===== config.mk =====
export PLATFORM = sky130hd
export DESIGN_NAME = lut_arbiter
export DESIGN_NICKNAME = d
export VERILOG_FILES = /design/src/rtl/lut_arbiter.sv
export SDC_FILE = /design/constraint.sdc
export NUM_CORES = 1
export LEC_CHECK = 0
export BUFFER_PORTS_ARGS = -buffer_cell sky130_fd_sc_hd__buf_2
export CORE_ASPECT_RATIO = 1.75
export CORE_MARGIN = 2
export CORE_UTILIZATION = 44
export DETAILED_ROUTE_END_ITERATION = 8
export GPL_ROUTABILITY_DRIVEN = 0
export GPL_TIMING_DRIVEN = 0
export PLACE_DENSITY = 0.84
export SKIP_CTS_REPAIR_TIMING = 1
export SLEW_MARGIN = 15
export SYNTH_ARGS = -nofsm -noshare
export SYNTH_HDL_FRONTEND = slang
export SYNTH_SLANG_ARGS = --single-unit
export TNS_END_PERCENT = 100

===== constraint.sdc =====
create_clock -name clk -period 3.9 [get_ports clk]
set_input_delay 0 -clock clk [delete_from_list [all_inputs] [get_ports clk]]
set_output_delay 0 -clock clk [all_outputs]
set_load 0.02 [all_outputs]

===== src/rtl/lut_arbiter.sv =====
`default_nettype none
//==============================================================================
// Module   : lut_arbiter
// Purpose  : Arbitrates one single-port lookup table between NumRx receive-port
//            read requesters and one configuration (CPU) read/write port.
//            One table access is in flight at a time: IDLE -> ACCESS -> RESP.
//            The CPU has priority, except that immediately after a CPU grant
//            any pending rx request wins. Rx ports are served round-robin.
// Ports    : clk, rst                  clock, synchronous active-high reset
//            rx_req/rx_addr            per-port read request and packed address
//            rx_ack/rx_rdata           per-port completion pulse, shared data
//            cpu_req/we/addr/wdata     configuration access request
//            cpu_ack/cpu_rdata         configuration completion pulse and data
//            mem_en/we/addr/wdata      registered table access strobe
//            mem_rdata                 table read data (one cycle after mem_en)
// Revision : 1.0 - initial release
//==============================================================================
module lut_arbiter #(
    parameter int NumRx = 4,
    parameter int Asize = 8,
    parameter int Dsize = 16
) (
    input  logic                   clk,
    input  logic                   rst,
    input  logic [NumRx-1:0]       rx_req,
    input  logic [NumRx*Asize-1:0] rx_addr,
    output logic [NumRx-1:0]       rx_ack,
    output logic [Dsize-1:0]       rx_rdata,
    input  logic                   cpu_req,
    input  logic                   cpu_we,
    input  logic [Asize-1:0]       cpu_addr,
    input  logic [Dsize-1:0]       cpu_wdata,
    output logic                   cpu_ack,
    output logic [Dsize-1:0]       cpu_rdata,
    output logic                   mem_en,
    output logic                   mem_we,
    output logic [Asize-1:0]       mem_addr,
    output logic [Dsize-1:0]       mem_wdata,
    input  logic [Dsize-1:0]       mem_rdata
);

    localparam int c_IDX_W = (NumRx > 1) ? $clog2(NumRx) : 1;

    localparam logic [1:0] c_ST_IDLE   = 2'd0;
    localparam logic [1:0] c_ST_ACCESS = 2'd1;
    localparam logic [1:0] c_ST_RESP   = 2'd2;

    logic [1:0]         r_state;
    logic [1:0]         w_state_nxt;

    logic               r_grant_cpu;   // current grant belongs to the CPU port
    logic               r_grant_we;    // current grant is a CPU write
    logic [c_IDX_W-1:0] r_grant_idx;   // rx port of the current grant
    logic [c_IDX_W-1:0] r_last_rx;     // last rx port granted (round-robin pointer)
    logic               r_last_cpu;    // previous grant went to the CPU

    logic               r_mem_en;
    logic               r_mem_we;
    logic [Asize-1:0]   r_mem_addr;
    logic [Dsize-1:0]   r_mem_wdata;

    logic [Asize-1:0]   w_addr_arr [NumRx];
    logic [c_IDX_W:0]   w_rr_sum;
    logic [c_IDX_W-1:0] w_rr_idx;
    logic               w_any_rx;
    logic               w_pick_cpu;
    logic               w_start;

    // Unpack the rx address bus into an array indexed by port number.
    generate
        for (genvar g = 0; g < NumRx; g++) begin : g_addr_unpack
            assign w_addr_arr[g] = rx_addr[g*Asize +: Asize];
        end
    endgenerate

    assign w_any_rx   = |rx_req;
    // After a CPU grant, a waiting rx requester gets the next slot.
    assign w_pick_cpu = cpu_req && !(r_last_cpu && w_any_rx);
    assign w_start    = (r_state == c_ST_IDLE) && (cpu_req || w_any_rx);

    // Round-robin search starting at last_rx+1. The loop walks from the
    // farthest candidate to the nearest, so the nearest requester is the
    // last one assigned and therefore wins.
    always_comb begin
        w_rr_sum = '0;
        w_rr_idx = r_last_rx;
        for (int k = NumRx; k >= 1; k--) begin
            w_rr_sum = {1'b0, r_last_rx} + (c_IDX_W+1)'(k);
            if (w_rr_sum >= (c_IDX_W+1)'(NumRx)) begin
                w_rr_sum = w_rr_sum - (c_IDX_W+1)'(NumRx);
            end
            if (rx_req[w_rr_sum[c_IDX_W-1:0]]) begin
                w_rr_idx = w_rr_sum[c_IDX_W-1:0];
            end
        end
    end

    // State register
    always_ff @(posedge clk) begin
        if (rst) begin
            r_state <= c_ST_IDLE;
        end else begin
            r_state <= w_state_nxt;
        end
    end

    // Next-state logic
    always_comb begin
        w_state_nxt = r_state;
        case (r_state)
            c_ST_IDLE:   w_state_nxt = w_start ? c_ST_ACCESS : c_ST_IDLE;
            c_ST_ACCESS: w_state_nxt = c_ST_RESP;
            c_ST_RESP:   w_state_nxt = c_ST_IDLE;
            default:     w_state_nxt = c_ST_IDLE;
        endcase
    end

    // Grant latching and registered table interface. The mem_* registers
    // double as the latched winner address/data; they are loaded on the
    // grant edge so the strobe is high for exactly the ACCESS cycle.
    always_ff @(posedge clk) begin
        if (rst) begin
            r_grant_cpu <= 1'b0;
            r_grant_we  <= 1'b0;
            r_grant_idx <= '0;
            r_last_rx   <= c_IDX_W'(NumRx - 1);
            r_last_cpu  <= 1'b0;
            r_mem_en    <= 1'b0;
            r_mem_we    <= 1'b0;
            r_mem_addr  <= '0;
            r_mem_wdata <= '0;
        end else begin
            r_mem_en <= 1'b0;
            r_mem_we <= 1'b0;
            if (w_start) begin
                r_mem_en <= 1'b1;
                if (w_pick_cpu) begin
                    r_grant_cpu <= 1'b1;
                    r_grant_we  <= cpu_we;
                    r_last_cpu  <= 1'b1;
                    r_mem_we    <= cpu_we;
                    r_mem_addr  <= cpu_addr;
                    r_mem_wdata <= cpu_wdata;
                end else begin
                    r_grant_cpu <= 1'b0;
                    r_grant_we  <= 1'b0;
                    r_grant_idx <= w_rr_idx;
                    r_last_rx   <= w_rr_idx;
                    r_last_cpu  <= 1'b0;
                    r_mem_addr  <= w_addr_arr[w_rr_idx];
                end
            end
        end
    end

    // Output decode: acks come only from state and grant registers; read
    // data is forced to zero outside the matching ack cycle.
    always_comb begin
        rx_ack    = '0;
        rx_rdata  = '0;
        cpu_ack   = 1'b0;
        cpu_rdata = '0;
        if (r_state == c_ST_RESP) begin
            if (r_grant_cpu) begin
                cpu_ack = 1'b1;
                if (!r_grant_we) begin
                    cpu_rdata = mem_rdata;
                end
            end else begin
                rx_ack[r_grant_idx] = 1'b1;
                rx_rdata            = mem_rdata;
            end
        end
    end

    assign mem_en    = r_mem_en;
    assign mem_we    = r_mem_we;
    assign mem_addr  = r_mem_addr;
    assign mem_wdata = r_mem_wdata;

endmodule
`default_nettype wire


==> impl_metrics.toml <==
[global_route]
grt_max_degree = 11
grt_pass1_vias = 2099
overflow = 0
grt_pass1_wl_um = 9101
grt.total_usage_pct = 24.71
antenna_found_initial = 0

[finish]
antenna_cells = 0
drive_above_1_share_pct = 43.24
nets = 493
fill_cells = 357
syn_to_final_growth_pct = 54.84

[clock_tree]
cts-root-buf = "clkbuf_8"
cts_tree = "yes"
clkLatencyLatePin_ps = 290
clock_sinks = 33
numCtsBuffers = 5
clockBufferDepth = 2
cts_htree_levels = 2
path_clk_slew_ps = 60

[sta]
slew_headroom_pct = 55.76
drv_slew = 0
hold_ws_ps = 55.02
hold_viol = 0
clock_skew_ps = 6.795
fmax_ghz = 0.4744
setup_viol = 0
period_share_pct = 54.05
rsz0062_at_grt = "false"
tightest_slew_ps = 663.6
fin_crit_ps = 2108
fin_setup_tns_ps = 0

[synthesis]
synth_cell_types = 36
yosys_warnings = 0
ys_seq_area_share_pct = 33.82
ys_async_sr_fraction_pct = 0
synth-compound-area-share_pct = 26.01
synth_xor_xnor_area_share_pct = 0
synth_mux_area_share_pct = 0.5125
synth_fa_ha_area_share_pct = 0
synth-simple-area-share_pct = 34.21
synth_cells = 246
synth_nets = 326
synth.cell_area_um2 = 1953
yosysTopAreaCell = "dfxtp_1"
synth_top_family_by_area = "simple AND/OR/NAND/NOR gates"
ys.flop_type = "dfxtp_1"
avgSynthCellArea_um2 = 7.940
synthTopCellsByArea = "dfxtp_1, and2_1, nand2_1"
synth_top_area_share_pct = 33.82
synth_edf_count = 0
ys_seq_elements = 33

[power_and_ir_drop]
p_sw_share_pct = 32.13
pwr-share-comb_pct = 31.5
power.internal_uw = 720.9
p_sw_uw = 341.2
power.density_nw_per_um2 = 351.2
seqPwrFrac_pct = 36.8
peakVddDrop_uv = 332.2
pwr-share-clk_pct = 31.7
p_leak_uw = 0.001546

[setup_path]
slowest_stage = "dfxtp_1"
critical-path-max-stage-delay_ps = 450
reg2reg_to = "mem_addr[6]$_SDFFE_PP0P_"
ff2ff_setup_slack_ps = 1880
crit_chain = "and3b_1 -> nor2b_1 -> clkbuf_1 -> and2_1 -> buf_2"
rr_worst_depth = 6
cp.arrival_ps = 2110
cp.required_ps = 3900
rr_startpoint = "r_last_rx[1]$_SDFFE_PP1P_"
path_class = "flip-flop to output pin"
worst-path-max-fanout = 10
start_kind = "flip-flop"
critPathCaptureType = "output pin"

[drt]
drc = 0
detail-route-antenna-nets = 0
vias_per_cell = 5.267
dr.pass1.iters = 5
drt-total-wl_um = 6812
post_drt_wl_per_cell_um = 14.65
drt-initial-drc-count = 49
vias = 2449

[die]
row_count = 32
die_h_um = 92.14
die_w_um = 54.37
core_um2 = 4324
start_util_pct = 45.17
io_pins = 143
dieArea_um2 = 5009

[flow_run]
cap_violations = 0

[hold_path]
worstHoldPathType = "input pin to flip-flop"
worstHoldEndpoint = "mem_addr[3]$_SDFFE_PP0P_"
min_delay_path_depth = 3
min_from = "cpu_addr[3]"

[place]
portBuffers = 142
post-dp-hpwl_um = 5131

[run_status]
outcome = "completed"
## cells in the final DEF, fill, tap and decap left out, types with 2 or more instances in the layout
cell type,count
nor2_1,12
dfxtp_1,33
o211ai_1,8
and2_1,33
a31oi_1,2
and3b_1,4
o21a_1,2
nor3_1,2
o21ai_1,8
clkbuf_8,6
nand2_2,10
nor2b_1,2
a21oi_2,10
a311oi_1,8
nor3b_1,3
buf_4,3
a21boi_0,8
or3_1,9
nand2b_1,2
clkbuf_1,10
o21ai_0,4
and3_1,10
a21oi_1,20
nand3_1,2
buf_2,145
dlygate4sd3_1,18
nand2_1,28
## power groups by stage
| stage | registers [uW] | logic, uW | clock network [uW] |
|---|---|---|---|
| after CTS | 390 | 317 | 334 |
| after floorplan | 427 | 170 | 0 |
| after global routing | 394 | 364 | 354 |
| after detailed placement | 397 | 316 | 0 |
| after global placement | 396 | 310 | 0 |
| final | 391 | 335 | 337 |
## area by class of cell
type | count | area [um^2] | area share (%)
flip-flops and latches | 33 | 660.6 | 21.85
clock inverters | 1 | 30.03 | 0.9930
clock buffers | 7 | 86.33 | 2.855
well taps | 51 | 63.81 | 2.110
inverters | 1 | 3.754 | 0.1241
multi-input cells | 195 | 1186 | 39.22
plain buffers | 17 | 102.6 | 3.393
repair buffers | 160 | 890.9 | 29.46
## how the worst max path moves through the flow
stage                     cells after the start                  endpoint                 startpoint
after detailed placement                      6  mem_addr[6]$_SDFFE_PP0P_  r_last_rx[1]$_SDFFE_PP1P_
after global routing                          6  mem_addr[6]$_SDFFE_PP0P_  r_last_rx[1]$_SDFFE_PP1P_
after global placement                        6  mem_addr[7]$_SDFFE_PP0P_  r_last_rx[1]$_SDFFE_PP1P_
after CTS                                     5              cpu_rdata[7]    r_last_cpu$_SDFFE_PP0P_
after floorplan                               7  mem_addr[0]$_SDFFE_PP0P_  r_last_rx[1]$_SDFFE_PP1P_
final                                         5              cpu_rdata[7]    r_last_cpu$_SDFFE_PP0P_
## worst max-delay path, delay by kind of cell (launching register included)
family	cells	cell delay, ps
buffers and inverters	2	510
DFF	1	450
and+or+nand+nor	3	860
## metal layers
layer  vias to the layer above  wire length, um  share of wire, %  GRT usage, %
met3                        25              553               8.1         4.397
met5                         -                0                 0             0
met1                      1097             2271                33         21.89
met4                         0              349               5.1         14.17
li1                       1193                -                 -             -
met2                       134             3636                53         46.99
## Yosys cell counts (2+ instances only)
cell type and n:
or3_1 9, nand2b_1 2, clkbuf_1 9, nand2_2 10, and2_1 33, o211ai_1 8
a21oi_2 10, o21ai_1 8, dfxtp_1 33, and3b_1 4, a21oi_1 20, a21boi_0 8
o21a_1 2, nor2b_1 2, nand3_1 2, nand2_1 28, buf_2 3, o21ai_0 4
nor2_1 12, nor3_1 2, a31oi_1 2, a311oi_1 8, and3_1 10, buf_4 3
nor3b_1 3
## sequential cells by signal, summed over array words and instances, names as in the netlist
register / flops
mem_wdata: 16
mem_addr: 8
r_grant_idx: 2
r_last_rx: 2
mem_en: 1
mem_we: 1
r_grant_we: 1
r_last_cpu: 1
r_state: 1
## metrics by stage
step / utilization [%] / instances / power [uW] / setup slack [ps] / cell area, um^2
floorplan: - / 246 / 596.7 / 2226 / 1953
global placement: 63.08 / 439 / 705.7 / 2013 / 2728
detailed placement: 63.08 / 439 / 713.4 / 1941 / 2728
CTS: 65.77 / 447 / 1041 / 1880 / 2844
global route: 69.94 / 465 / 1111 / 1720 / 3024
finish: 69.94 / 465 / 1062 / 1792 / 3024
## kinds of logic (layout without fill, tap and decap cells)
| kind of cell | count (synthesis) | after routing |
|---|---|---|
| DFF | 33 | 33 |
| AOI/OAI and AO/OA | 74 | 74 |
| and+or+nand+nor | 120 | 120 |
| muxes | 1 | 1 |
| buffers and inverters | 18 | 186 |
(Power assumes the default switching activity.)
